$ cat config.mk
export PLATFORM = sky130hd
export DESIGN_NAME = shiftregister_seq
export DESIGN_NICKNAME = d
export VERILOG_FILES = /design/src/rtl/shiftregister_seq_pkg.sv /design/src/rtl/shiftregister_step.sv /design/src/rtl/shiftregister_seq.sv
export SDC_FILE = /design/constraint.sdc
export NUM_CORES = 1
export LEC_CHECK = 0
export ABC_AREA = 1
export BUFFER_PORTS_ARGS = -buffer_cell sky130_fd_sc_hd__buf_4
export CAP_MARGIN = 5
export CORE_ASPECT_RATIO = 0.6
export CORE_MARGIN = 3
export CORE_UTILIZATION = 48
export CTS_CLUSTER_DIAMETER = 120
export DETAILED_ROUTE_END_ITERATION = 6
export HOLD_SLACK_MARGIN = 0.03
export PLACE_DENSITY = 0.75
export SLEW_MARGIN = 20
export SYNTH_ARGS = -nofsm -noshare
export SYNTH_HDL_FRONTEND = slang
export SYNTH_SLANG_ARGS = --single-unit
$ cat constraint.sdc
create_clock -name clk_i -period 1.62 [get_ports clk_i]
set_clock_uncertainty 0.2 [all_clocks]
set_input_delay 0.324 -clock clk_i [delete_from_list [all_inputs] [get_ports clk_i]]
set_output_delay 0.324 -clock clk_i [all_outputs]
set_load 0.01 [all_outputs]
$ cat src/rtl/shiftregister_seq_pkg.sv
// Shared types for the serial shift/rotate sequencer: command modes, FSM states
// and a helper that classifies modes executed one bit per clock.
package shiftregister_seq_pkg;

   typedef enum logic [2:0] {
      MODE_HOLD = 3'b000,
      MODE_SHL  = 3'b001,
      MODE_SHR  = 3'b010,
      MODE_LOAD = 3'b011,
      MODE_ROTL = 3'b100,
      MODE_ROTR = 3'b101,
      MODE_ASHR = 3'b110,
      MODE_RSVD = 3'b111
   } mode_t;

   typedef enum logic [1:0] {
      IDLE = 2'd0,
      RUN  = 2'd1,
      DONE = 2'd2
   } state_t;

   // True for modes that take amount_i single-bit steps
   function automatic logic is_shift(input mode_t m);
      return (m == MODE_SHL)  || (m == MODE_SHR)  || (m == MODE_ROTL) ||
             (m == MODE_ROTR) || (m == MODE_ASHR);
   endfunction

endpackage

$ cat src/rtl/shiftregister_step.sv
// One-bit shift/rotate step: pure combinational next-value function.
// Load, hold and reserved modes pass the value through unchanged.
module shiftregister_step
   import shiftregister_seq_pkg::*;
#(
   parameter int unsigned DATASIZE = 8
) (
   input  mode_t               mode_i,
   input  logic [DATASIZE-1:0] value_i,
   input  logic                ser_in_msb_i,
   input  logic                ser_in_lsb_i,
   output logic [DATASIZE-1:0] value_nxt_c
);

   always_comb begin
      value_nxt_c = value_i;
      case (mode_i)
         MODE_SHL:  value_nxt_c = {value_i[DATASIZE-2:0], ser_in_lsb_i};
         MODE_SHR:  value_nxt_c = {ser_in_msb_i, value_i[DATASIZE-1:1]};
         MODE_ROTL: value_nxt_c = {value_i[DATASIZE-2:0], value_i[DATASIZE-1]};
         MODE_ROTR: value_nxt_c = {value_i[0], value_i[DATASIZE-1:1]};
         MODE_ASHR: value_nxt_c = {value_i[DATASIZE-1], value_i[DATASIZE-1:1]};
         default:   value_nxt_c = value_i;
      endcase
   end

endmodule

$ cat src/rtl/shiftregister_seq.sv
// Multi-bit shift/rotate sequencer, one bit per clock, start/busy/done handshake.
// Optional SHIFTREG_PARITY_EN adds a registered parity_o of value_o.
module shiftregister_seq
   import shiftregister_seq_pkg::*;
#(
   parameter int unsigned DATASIZE = 8,
   parameter int unsigned AMTSIZE  = 4
) (
   input  logic                clk_i,
   input  logic                rst_i,
   input  logic                start_i,
   input  logic [2:0]          mode_i,
   input  logic [AMTSIZE-1:0]  amount_i,
   input  logic [DATASIZE-1:0] load_value_i,
   input  logic                ser_in_msb_i,
   input  logic                ser_in_lsb_i,
   output logic [DATASIZE-1:0] value_o,
   output logic                busy_o,
   output logic                done_o
`ifdef SHIFTREG_PARITY_EN
   ,
   output logic                parity_o
`endif
);

   state_t              r_state;
   mode_t               r_mode;
   logic [AMTSIZE-1:0]  r_cnt;
   logic [DATASIZE-1:0] r_value;
   logic                r_busy;
   logic                r_done;

   state_t              w_state_nxt;
   mode_t               w_mode_nxt;
   mode_t               w_mode_in;
   mode_t               w_step_mode;
   logic [AMTSIZE-1:0]  w_cnt_nxt;
   logic [DATASIZE-1:0] w_value_nxt;
   logic [DATASIZE-1:0] w_step_value;

   assign w_mode_in   = mode_t'(mode_i);
   // The first step uses the incoming mode; later steps use the latched one
   assign w_step_mode = (r_state == IDLE) ? w_mode_in : r_mode;

   shiftregister_step #(
      .DATASIZE (DATASIZE)
   ) u_step (
      .mode_i       (w_step_mode),
      .value_i      (r_value),
      .ser_in_msb_i (ser_in_msb_i),
      .ser_in_lsb_i (ser_in_lsb_i),
      .value_nxt_c  (w_step_value)
   );

   // Next-state and datapath update
   always_comb begin
      w_state_nxt = r_state;
      w_mode_nxt  = r_mode;
      w_cnt_nxt   = r_cnt;
      w_value_nxt = r_value;
      case (r_state)
         IDLE: begin
            if (start_i) begin
               w_mode_nxt  = w_mode_in;
               w_state_nxt = DONE;
               if (w_mode_in == MODE_LOAD) begin
                  w_value_nxt = load_value_i;
               end else if (is_shift(w_mode_in) && (amount_i != '0)) begin
                  w_value_nxt = w_step_value;
                  w_cnt_nxt   = amount_i - AMTSIZE'(1);
                  if (amount_i != AMTSIZE'(1)) begin
                     w_state_nxt = RUN;
                  end
               end
            end
         end
         RUN: begin
            w_value_nxt = w_step_value;
            if (r_cnt <= AMTSIZE'(1)) begin
               w_cnt_nxt   = '0;
               w_state_nxt = DONE;
            end else begin
               w_cnt_nxt = r_cnt - AMTSIZE'(1);
            end
         end
         DONE:    w_state_nxt = IDLE;
         default: w_state_nxt = IDLE;
      endcase
   end

   always_ff @(posedge clk_i or negedge rst_i) begin
      if (!rst_i) begin
         r_state <= IDLE;
         r_mode  <= MODE_HOLD;
         r_cnt   <= '0;
         r_value <= '0;
         r_busy  <= 1'b0;
         r_done  <= 1'b0;
      end else begin
         r_state <= w_state_nxt;
         r_mode  <= w_mode_nxt;
         r_cnt   <= w_cnt_nxt;
         r_value <= w_value_nxt;
         r_busy  <= (w_state_nxt == RUN);
         r_done  <= (w_state_nxt == DONE);
      end
   end

   assign value_o = r_value;
   assign busy_o  = r_busy;
   assign done_o  = r_done;

`ifdef SHIFTREG_PARITY_EN
   logic r_parity;

   // Parity tracks the value being registered so both update together
   always_ff @(posedge clk_i or negedge rst_i) begin
      if (!rst_i) begin
         r_parity <= 1'b0;
      end else begin
         r_parity <= ^w_value_nxt;
      end
   end

   assign parity_o = r_parity;
`endif

endmodule

==> metrics.txt <==
DR vias/cell 5.747; initial antenna violation count 0; fin crit period 1885 ps; clock group share of total power 7.5%; Worst Path Buf+Inv 1; Final setup viols 16; Mapped Area 0.001368 sq mm; worst path required time 1590 ps; Final Hold Vio Count 0; reg2reg start r_state[0]; ANT nets after route 0; largest net degree at the start of global routing 20; #FFs+latches synth 19; Post-synth EDFFs 0; RSZ-0062 raised after global routing true; status complete, but fails checks; Critical Path Most Common Cell nand2_1; Max Clock Freq 530.4 MHz; core area 0.002610 sq mm; slowest cell delay on critical path 460 ps; # IOs 30; Seq pwr share 19.8%; Critical Path AT 1850 ps; most frequent cells after synthesis 48 x nand2_1, 30 x nor2_1, 25 x inv_1; slowest CP cell dfrtp_2; logic gate share of total power 72.7%; Worst Tran Pin Value 391.5 ps; Initial Utilization 52.40%; chip width 74.91 um; Die Y 47.35 um; CTS HTree Levels 1; reg-to-reg critical path endpoint value_o[0]; largest cells by area after synthesis dfrtp_1 35%, nand2_1 13%, nor2_1 8.2%; clock tree from TritonCTS built; Lkg Pwr 1.090 nW; FFs w/ async S/R, synth 100.0%; Net Sw Power 0.002374 W; FF-to-FF setup slack -270 ps; cts bufs inserted 3; Clock Path Buffers 2; crit-path max FO 7; Site Rows 14; crit path capture value_o[0]; # diodes 0; top_reg_cell synth dfrtp_1; total track usage 24.89%; clock sink count 19; most frequent cell after synthesis nand2_1; Mapped Cells 202; syn avg cell area 6.770 sq um; vias in the first global route 1358; max cap viols 0; Sw Share 49.41%; YS warnings 0; first-pass GRT wire length 6.451 mm; GRT overflow 0; Pint 0.002430 W; failing checks setup timing; Final Cycle Share 116.4%; Initial DRC Count 126; Post-Syn Nets 226; HP Class primary input to register; Slew Limit Fails 0; fraction of layout cells with a size suffix above 1 47.17%; Reg clk slew, reported paths 80 ps; cell depth of the worst setup path 10; register area share after synthesis 34.77%; PnR worst setup slack -265.3 ps; Die Footprint 0.003547 sq mm; VDD IR max 1.194 mV; Routed WL 5.010 mm; critical path startpoint category register; worst setup path category register to register; FF-to-FF path depth 10; via count 1707; port buffer count 29; P per Cell Area 2236 mW/mm^2; routed len/inst 16.87 um; clk_lat worst skew 270 ps; Final HPWL DP 2.996 mm; post-route cell area 0.002148 sq mm; post-place instance area 0.001770 sq mm; relative slew slack 73.63%; crit-path leading delay family simple AND/OR/NAND/NOR gates; area grow syn2layout 57.09%; Post-layout nets 290; # DRC 0; Crit. End Element register; Clk Tree Root Cell clkbuf_8; worst path cell trace o21ai_0 > nand2_4 > nand3_2 > nand2_2 > inv_4 > nor2_1 > nor2_1 > nand2_1 > nand2_1 > nand2_1; Post-Place Setup Slack -200.3 ps; Critical path origin r_state[0]; post-synth top area share 34.77%; post-synth top area cell dfrtp_1; Distinct cells, synth 30; final estimated routing congestion in global placement 0.8604; DR pass1 iterations 4
power by group through the flow:
stage,registers [W],logic (W),clock network [W]
after detailed placement,0.000911,0.00236,0
final,0.000951,0.00349,0.000359
after floorplan,0.000925,0.00140,0
after global routing,0.000975,0.00374,0.000374
after global placement,0.000907,0.00226,0
after CTS,0.000914,0.00261,0.000358
worst register-to-register path, stage by stage (launching register included):
cell and delay (ps):
dfrtp_2 460, o21ai_0 370, nand2_4 130, nand3_2 120, nand2_2 70, inv_4 100, nor2_1 50, nor2_1 110
nand2_1 80, nand2_1 60, nand2_1 40
state kept, by name (all words and copies together), names as in the netlist:
name,count
busy_o,1
done_o,1
r_cnt,4
r_mode,3
r_state,2
value_o,8
timing repair:
item                       in CTS  in global routing
cloned                          0                  1
hold endpoints to repair       19                  0
setup buffers                   6                  5
gates resized for setup        14                 47
pin swaps                       5                 23
setup endpoints to repair      14                 16
hold buffers                    1                  0
area by class of cell:
class,count,area [sq um]
well taps,32,40.04
repair buffers,61,501.7
inverters,29,111.4
flip-flops and latches,19,478.0
fillers,152,461.7
clock buffers,3,41.29
multi-input cells,152,968.4
clock inverters,1,7.507
stage by stage:
step | hold slack [ps] | setup TNS (ps) | utilization [%] | total power, W | instances
detailed placement | 17.90 | -2194 | 67.83 | 0.003271 | 280
floorplan | -171.6 | -32.93 | - | 0.002327 | 202
global route | 113.0 | -4034 | 82.31 | 0.005089 | 297
global placement | 11.83 | -1295 | 67.83 | 0.003162 | 280
CTS | 94.19 | -1319 | 73.68 | 0.003885 | 291
finish | 99.94 | -2854 | 82.31 | 0.004803 | 297
metal layers:
metal / track usage, % / wire (um) / vias to the layer above
li1: - / - / 776
met1: 33.55 / 2081 / 806
met2: 42.39 / 2384 / 105
met3: 5.983 / 416 / 20
met4: 2.837 / 128 / 0
met5: 0 / 0 / -
placed cells by master (no fill, tap or decap), drive strengths merged:
cell and count:
a21oi 2, a22oi 1, a31o 1, a32oi 1, buf 59, clkbuf 4
clkinvlp 1, dfrtp 19, dlygate4sd3 1, ha 4, inv 29, mux2 1
nand2 59, nand3 11, nand4 2, nor2 32, nor3 2, o211ai 1
o21ai 29, o21bai 1, o22ai 2, or2 1, xnor2 1, xor2 1
how the worst min path moves through the flow:
stage               from    endpoint  slack [ps]  cells after the start
6_report       mode_i[0]   r_mode[0]         100                      3
5_1_grt        mode_i[1]   r_mode[1]         110                      3
4_1_cts        mode_i[0]   r_mode[0]          90                      3
3_5_place_dp       rst_i   r_mode[0]          20                      1
3_3_place_gp       rst_i  value_o[0]          10                      1
2_1_floorplan      rst_i      busy_o        -170                      0
cell families after synthesis:
family | share of synthesized area, %
and+or+nand+nor | 35.13
AOI/OAI and AO/OA | 15.46
DFF | 34.77
buffers and inverters | 8.874
muxes | 0.8234
adders and majority gates | 3.660
xor gates and xnor gates | 1.281
Power figures use the tool's default switching activity.
